## src/rtl/wb_arbiter.sv

```systemverilog
// -----------------------------------------------------------------------------
// wb_arbiter
//
// Write-back arbiter for the general-purpose (GPR) and floating-point (FPR)
// register files. Up to NREQ execution units (0 = ALU, 1 = LSU, 2 = FPU)
// request register writes. Each cycle the block grants at most one GPR write
// and at most one FPR write. Grants are combinational. The write port of each
// file is driven from registers one cycle after the grant.
//
// Build option:
//   WB_FIXED_PRIO_EN  When defined, both arbiters use fixed priority and the
//                     lowest index wins. No pointers are kept, so lower-
//                     priority units may starve.
//                     When undefined (the default), each file has its own
//                     round-robin arbiter with a private pointer.
//
// Ports:
//   clk          input          rising-edge clock
//   rst          input          asynchronous, active-high reset
//   req_valid    input  [N]     per-requester write request
//   req_fpr      input  [N]     target file: 1 = FPR, 0 = GPR
//   req_reg      input  [5N]    destination register, slice i = [5i+4:5i]
//   req_data     input  [32N]   write data, slice i = [32i+31:32i]
//   req_byte     input  [N]     byte write (only bits [7:0] are written)
//   req_ready    output [N]     grant (combinational); forced to 0 during rst
//   gpr_w_en     output         GPR write enable (registered)
//   gpr_w_byte   output         GPR byte mode
//   gpr_wreg     output [5]     GPR write index
//   gpr_wdata    output [32]    GPR write data
//   fpr_w_en     output         FPR write enable (registered)
//   fpr_w_byte   output         FPR byte mode
//   fpr_wreg     output [5]     FPR write index
//   fpr_wdata    output [32]    FPR write data
//
// Notes:
//   The design assumes NREQ >= 2. PTR_W is derived from NREQ and should not
//   be overridden.
// -----------------------------------------------------------------------------
module wb_arbiter #(
    parameter int NREQ  = 3,
    parameter int PTR_W = $clog2(NREQ)
) (
    input  logic                 clk,
    input  logic                 rst,
    input  logic [NREQ-1:0]      req_valid,
    input  logic [NREQ-1:0]      req_fpr,
    input  logic [NREQ*5-1:0]    req_reg,
    input  logic [NREQ*32-1:0]   req_data,
    input  logic [NREQ-1:0]      req_byte,
    output logic [NREQ-1:0]      req_ready,
    output logic                 gpr_w_en,
    output logic                 gpr_w_byte,
    output logic [4:0]           gpr_wreg,
    output logic [31:0]          gpr_wdata,
    output logic                 fpr_w_en,
    output logic                 fpr_w_byte,
    output logic [4:0]           fpr_wreg,
    output logic [31:0]          fpr_wdata
);

    // Per-file eligibility: a requester competes only in the file it targets.
    logic [NREQ-1:0] gpr_elig;
    logic [NREQ-1:0] fpr_elig;
    logic [NREQ-1:0] gpr_gnt;
    logic [NREQ-1:0] fpr_gnt;

    assign gpr_elig = req_valid & ~req_fpr;
    assign fpr_elig = req_valid &  req_fpr;

`ifdef WB_FIXED_PRIO_EN

    // The lowest eligible index wins, regardless of history.
    function automatic logic [NREQ-1:0] fixed_grant(input logic [NREQ-1:0] elig);
        logic [NREQ-1:0] g;
        g = '0;
        for (int i = 0; i < NREQ; i++) begin
            if (elig[i] && (g == '0)) begin
                g[i] = 1'b1;
            end
        end
        return g;
    endfunction

    assign gpr_gnt = fixed_grant(gpr_elig);
    assign fpr_gnt = fixed_grant(fpr_elig);

`else

    logic [PTR_W-1:0] gpr_ptr;
    logic [PTR_W-1:0] fpr_ptr;

    // Round-robin search starting at ptr. Each candidate i is ranked by its
    // distance from the pointer, (i - ptr) mod NREQ, and the eligible
    // candidate with the smallest distance wins. This gives the same result as
    // walking ptr, ptr+1, ... with wrap-around, but indexes vectors only with
    // the loop constant.
    function automatic logic [NREQ-1:0] rr_grant(input logic [NREQ-1:0]  elig,
                                                 input logic [PTR_W-1:0] ptr);
        logic [NREQ-1:0] g;
        int              best_d;
        int              d;
        g      = '0;
        best_d = NREQ;
        for (int i = 0; i < NREQ; i++) begin
            d = (i + NREQ - int'(ptr)) % NREQ;
            if (elig[i] && (d < best_d)) begin
                best_d = d;
                g      = '0;
                g[i]   = 1'b1;
            end
        end
        return g;
    endfunction

    // The pointer moves to the slot just after the winner, wrapping at NREQ.
    function automatic logic [PTR_W-1:0] next_ptr(input logic [NREQ-1:0] gnt);
        logic [PTR_W-1:0] p;
        p = '0;
        for (int i = 0; i < NREQ; i++) begin
            if (gnt[i]) begin
                p = (i == NREQ - 1) ? '0 : PTR_W'(i + 1);
            end
        end
        return p;
    endfunction

    assign gpr_gnt = rr_grant(gpr_elig, gpr_ptr);
    assign fpr_gnt = rr_grant(fpr_elig, fpr_ptr);

    // The pointers advance only on a grant and otherwise hold their value.
    always_ff @(posedge clk or posedge rst) begin
        if (rst) begin
            gpr_ptr <= '0;
            fpr_ptr <= '0;
        end else begin
            if (|gpr_gnt) begin
                gpr_ptr <= next_ptr(gpr_gnt);
            end
            if (|fpr_gnt) begin
                fpr_ptr <= next_ptr(fpr_gnt);
            end
        end
    end

`endif

    // A requester targets one file only, so the two grant vectors are
    // disjoint. OR-ing them gives a single ready per requester.
    assign req_ready = (gpr_gnt | fpr_gnt) & {NREQ{~rst}};

    // -------------------------------------------------------------------------
    // p0: select the granted slice for each file (one-hot mux)
    // -------------------------------------------------------------------------
    logic [4:0]  gpr_reg_p0;
    logic [31:0] gpr_data_p0;
    logic        gpr_byte_p0;
    logic        gpr_vld_p0;
    logic [4:0]  fpr_reg_p0;
    logic [31:0] fpr_data_p0;
    logic        fpr_byte_p0;
    logic        fpr_vld_p0;

    always_comb begin
        gpr_reg_p0  = '0;
        gpr_data_p0 = '0;
        gpr_byte_p0 = 1'b0;
        fpr_reg_p0  = '0;
        fpr_data_p0 = '0;
        fpr_byte_p0 = 1'b0;
        for (int i = 0; i < NREQ; i++) begin
            if (gpr_gnt[i]) begin
                gpr_reg_p0  = req_reg[5*i +: 5];
                gpr_data_p0 = req_data[32*i +: 32];
                gpr_byte_p0 = req_byte[i];
            end
            if (fpr_gnt[i]) begin
                fpr_reg_p0  = req_reg[5*i +: 5];
                fpr_data_p0 = req_data[32*i +: 32];
                fpr_byte_p0 = req_byte[i];
            end
        end
    end

    // GPR r0 is hard-wired to zero. The request is still granted and consumed,
    // but it never reaches the write port.
    assign gpr_vld_p0 = (|gpr_gnt) && (gpr_reg_p0 != 5'd0);
    assign fpr_vld_p0 = |fpr_gnt;

    // -------------------------------------------------------------------------
    // p1: registered write ports
    //     Index, data and byte mode are loaded on any grant and otherwise hold
    //     their last value. Only the enable drops on idle cycles.
    // -------------------------------------------------------------------------
    logic        gpr_vld_p1;
    logic        gpr_byte_p1;
    logic [4:0]  gpr_reg_p1;
    logic [31:0] gpr_data_p1;
    logic        fpr_vld_p1;
    logic        fpr_byte_p1;
    logic [4:0]  fpr_reg_p1;
    logic [31:0] fpr_data_p1;

    always_ff @(posedge clk or posedge rst) begin
        if (rst) begin
            gpr_vld_p1  <= 1'b0;
            gpr_byte_p1 <= 1'b0;
            gpr_reg_p1  <= '0;
            gpr_data_p1 <= '0;
            fpr_vld_p1  <= 1'b0;
            fpr_byte_p1 <= 1'b0;
            fpr_reg_p1  <= '0;
            fpr_data_p1 <= '0;
        end else begin
            gpr_vld_p1 <= gpr_vld_p0;
            fpr_vld_p1 <= fpr_vld_p0;
            if (|gpr_gnt) begin
                gpr_byte_p1 <= gpr_byte_p0;
                gpr_reg_p1  <= gpr_reg_p0;
                gpr_data_p1 <= gpr_data_p0;
            end
            if (|fpr_gnt) begin
                fpr_byte_p1 <= fpr_byte_p0;
                fpr_reg_p1  <= fpr_reg_p0;
                fpr_data_p1 <= fpr_data_p0;
            end
        end
    end

    assign gpr_w_en   = gpr_vld_p1;
    assign gpr_w_byte = gpr_byte_p1;
    assign gpr_wreg   = gpr_reg_p1;
    assign gpr_wdata  = gpr_data_p1;
    assign fpr_w_en   = fpr_vld_p1;
    assign fpr_w_byte = fpr_byte_p1;
    assign fpr_wreg   = fpr_reg_p1;
    assign fpr_wdata  = fpr_data_p1;

endmodule

```

## config.mk

```make
export PLATFORM = sky130hd
export DESIGN_NAME = wb_arbiter
export DESIGN_NICKNAME = d
export VERILOG_FILES = /design/src/rtl/wb_arbiter.sv
export SDC_FILE = /design/constraint.sdc
export NUM_CORES = 1
export LEC_CHECK = 0
export CORE_ASPECT_RATIO = 0.9
export CORE_MARGIN = 3
export CORE_UTILIZATION = 38
export CTS_CLUSTER_SIZE = 40
export DETAILED_ROUTE_END_ITERATION = 16
export GPL_ROUTABILITY_DRIVEN = 0
export PLACE_DENSITY = 0.74
export SLEW_MARGIN = 10
export SYNTH_ARGS = -nofsm -noshare
export SYNTH_HDL_FRONTEND = slang
export SYNTH_SLANG_ARGS = --single-unit
```

## constraint.sdc

```tcl
create_clock -name clk -period 15.4 [get_ports clk]
set_input_delay 3.08 -clock clk [delete_from_list [all_inputs] [get_ports clk]]
set_output_delay 3.08 -clock clk [all_outputs]
set_load 0.05 [all_outputs]
```

==> results.yml <==
cts:
  cts_tree: "built"
  clk_path_buf_depth: 2
  cts_resized: 0
  cts_sinks: 82
  post-cts-setup-buffers: 0
  hold_buffers: 0
  cts_buffers: 9
  cts_root_buffer: "clkbuf_16"
  clkTransAtPathRegs_ns: 0.07
  clkLatencyLatePin_ns: 0.34
  htreeDepth: 3
worst_setup_path:
  cp.depth: 14
  worstSetupEndpointType: "primary output"
  crit_slowest_cell: "clkdlybuf4s50_1"
  crit_chain: "clkdlybuf4s50_1 > and3_1 > ha_1 > a2111o_1 > o31ai_4 > buf_4 > nand2_1 > ha_1 > a2111oi_0 > o211ai_1 > a221oi_2 > mux2i_4 > a32o_1 > clkdlybuf4s50_1"
  critical-path-max-stage-delay_ns: 0.80
  r2r_slack_ns: 9.79
  critPathKind: "input port to primary output"
  path_max_fanout: 45
  critPathCapture: "req_ready[0]"
  cp.arrival_ns: 8.12
  timing.rr.start: "fpr_ptr[0]"
  critPathRequiredTime_ns: 12.32
  ff2ff_path_depth: 17
  r2r-end: "fpr_wdata[0]"
  crit_family: "compound AO/OA/AOI/OAI gates"
  startpoint_type: "input port"
  cp-startpoint: "req_valid[0]"
  path_buf_inv: 3
cells_and_area:
  antenna_cells: 0
  drive_above_1_share_pct: 4.70
  design_area_mm2: 0.00830
  instances_no_fill: 1006
  final_nets: 967
  area_delta_synth_final_pct: 43.2
timing:
  slew_headroom_pct: 26.0
  worstMarginPinSlew_ns: 1.11
  fin_skew_ns: 0.00573
  setup_viol: 0
  hold_viol_final: 0
  timing.final.crit_share_pct: 72.7
  setup-tns-final_ns: 0
  fin_crit_ns: 11.20
  fmax_mhz: 89.3
  drv_slew: 0
  rsz0062_at_grt: "no"
die:
  start_util_pct: 39.1
  ios: 203
  rows: 42
  die_w_um: 136
  die_area_mm2: 0.0168
  fp.dieH_um: 123
  core_mm2: 0.0148
logic_synthesis:
  syn_inst: 619
  synth_top_cell_area_share_pct: 35.4
  synth-edff-count: 0
  avgSynthCellArea_um2: 9.36
  synth_sequential_area_ratio_pct: 35.4
  ys_types: 49
  yosys.area.top_type: "dfrtp_1"
  ys_warn_count: 0
  syn-num-nets: 783
  ys.flop_type: "dfrtp_1"
  ys_ff_latch: 82
  synth_area_leaders: "dfrtp_1 35%, mux2i_1 20%, ha_1 9.1%"
  synthesis.area_mm2: 0.00579
  async_flop_share_pct: 100
global_route:
  grtUsageMet2_pct: 33.4
  grt_pass1_vias: 5481
  grt-busiest-layer: "met2"
  antenna_found_initial: 0
  grt_max_degree: 48
  grt_overflow: 0
  globalRouteMet1Util_pct: 28.0
  grt_util_met3_pct: 3.99
  grt_pass1_wl_um: 27700
  grt_usage_pct: 20.8
placement:
  dp_hpwl_um: 12200
  io_buffers: 202
  placed_cell_area_mm2: 0.00799
  dp_cells: 990
routing:
  drt-initial-drc-count: 331
  vias: 5348
  drt-total-wl_um: 17700
  firstDrtPassIters: 4
  via_per_inst: 5.32
  postRouteAntennaNets: 0
  drc: 0
  wl_per_cell_um: 17.6
power:
  peakVddDrop_mv: 0.145
  p_leak_nw: 4.23
  power_density_mw_per_mm2: 251
outcome:
  status: "finished, final reports clean"
min_path:
  hp-start: "fpr_wdata[18]"
  min_path_type: "flip-flop to flip-flop"
flow_run:
  drv_cap: 0
metal layers:
layer | vias to the layer above | wire length (um)
met5 | - | 0
met3 | 27 | 1040
met4 | 0 | 444
li1 | 2565 | -
met1 | 2567 | 7960
met2 | 189 | 8230
layout make-up:
| class | count | area (um2) |
|---|---|---|
| Clock buffer | 10 | 239 |
| Tap cell | 198 | 248 |
| Clock inverter | 6 | 72.6 |
| Inverter | 58 | 219 |
| Sequential cell | 82 | 2050 |
| Timing Repair Buffer | 209 | 2070 |
| Multi-Input combinational cell | 443 | 3390 |
| Fill cell | 1362 | 6520 |
through the flow:
step | power, mW | utilization (%) | setup slack (ns) | hold slack [ns]
after floorplan | 1.43 | - | 5.15 | 0.599
after global placement | 1.84 | 53.9 | 4.30 | 0.536
after detailed placement | 1.85 | 53.9 | 4.20 | 0.548
after CTS | 2.09 | 56.0 | 4.21 | 0.562
after global routing | 2.22 | 56.0 | 3.94 | 0.584
final | 2.08 | 56.0 | 4.20 | 0.553
cell usage after synthesis, types with 4 or more instances:
master / n
mux2i_1: 117
a21oi_1: 85
dfrtp_1: 82
nor2_1: 61
inv_1: 55
ha_1: 42
a22o_1: 39
clkbuf_1: 24
nand2_1: 24
nor3_1: 6
buf_2: 5
nor2b_1: 5
o21a_1: 5
o21ai_0: 5
a21o_1: 4
a41oi_1: 4
buf_6: 4
o211ai_1: 4
placed cells by master (no fill, tap or decap), drive strengths merged, types with 5 or more instances in the layout:
cell and instances:
nor3 6, nand2 24, o21ai 7, a22o 39, dfrtp 82, inv 58
nor2 61, clkbuf 10, ha 42, mux2i 118, clkdlybuf4s50 202, o21a 5
a21oi 85, nor2b 5, buf 7
worst min-delay path by stage:
stage | end | slack, ns | cells after the start
floorplan | gpr_ptr[1] | 0.60 | 2
global route | fpr_wdata[20] | 0.58 | 2
finish | fpr_wdata[18] | 0.55 | 2
CTS | fpr_wdata[18] | 0.56 | 2
global placement | fpr_wdata[11] | 0.54 | 2
detailed placement | fpr_wdata[18] | 0.55 | 2
tightest hold or removal path: cells and delay by family (launching register included):
| kind | cells | cell delay, ns |
|---|---|---|
| multiplexers | 1 | 0.11 |
| flip-flops | 1 | 0.34 |
| AO/OA/AOI/OAI | 1 | 0.06 |
registers in the layout, indices dropped and copies added, names as in the netlist:
signal / cells
gpr_w_byte: 1
gpr_wreg: 5
fpr_w_byte: 1
fpr_ptr: 2
fpr_wdata: 32
gpr_ptr: 2
fpr_wreg: 5
gpr_w_en: 1
fpr_w_en: 1
gpr_wdata: 32
kinds of logic (layout without fill, tap and decap cells):
group	after synthesis	count (layout)	synth area share, %
and+or+nand+nor	117	117	9.05
DFF	82	82	35.4
adders and majority gates	42	42	9.07
muxes	120	120	21.0
AOI/OAI and AO/OA	164	164	18.8
buffers and inverters	94	283	6.72
power breakdown:
group          switching [mW]  internal (mW)  leakage (nW)  total [mW]
clock network          0.0955          0.132         0.150       0.227
logic                   0.901          0.548          3.10        1.45
registers              0.0693          0.334         0.989       0.403
total                    1.07           1.01          4.23        2.08
(Power assumes the default switching activity.)
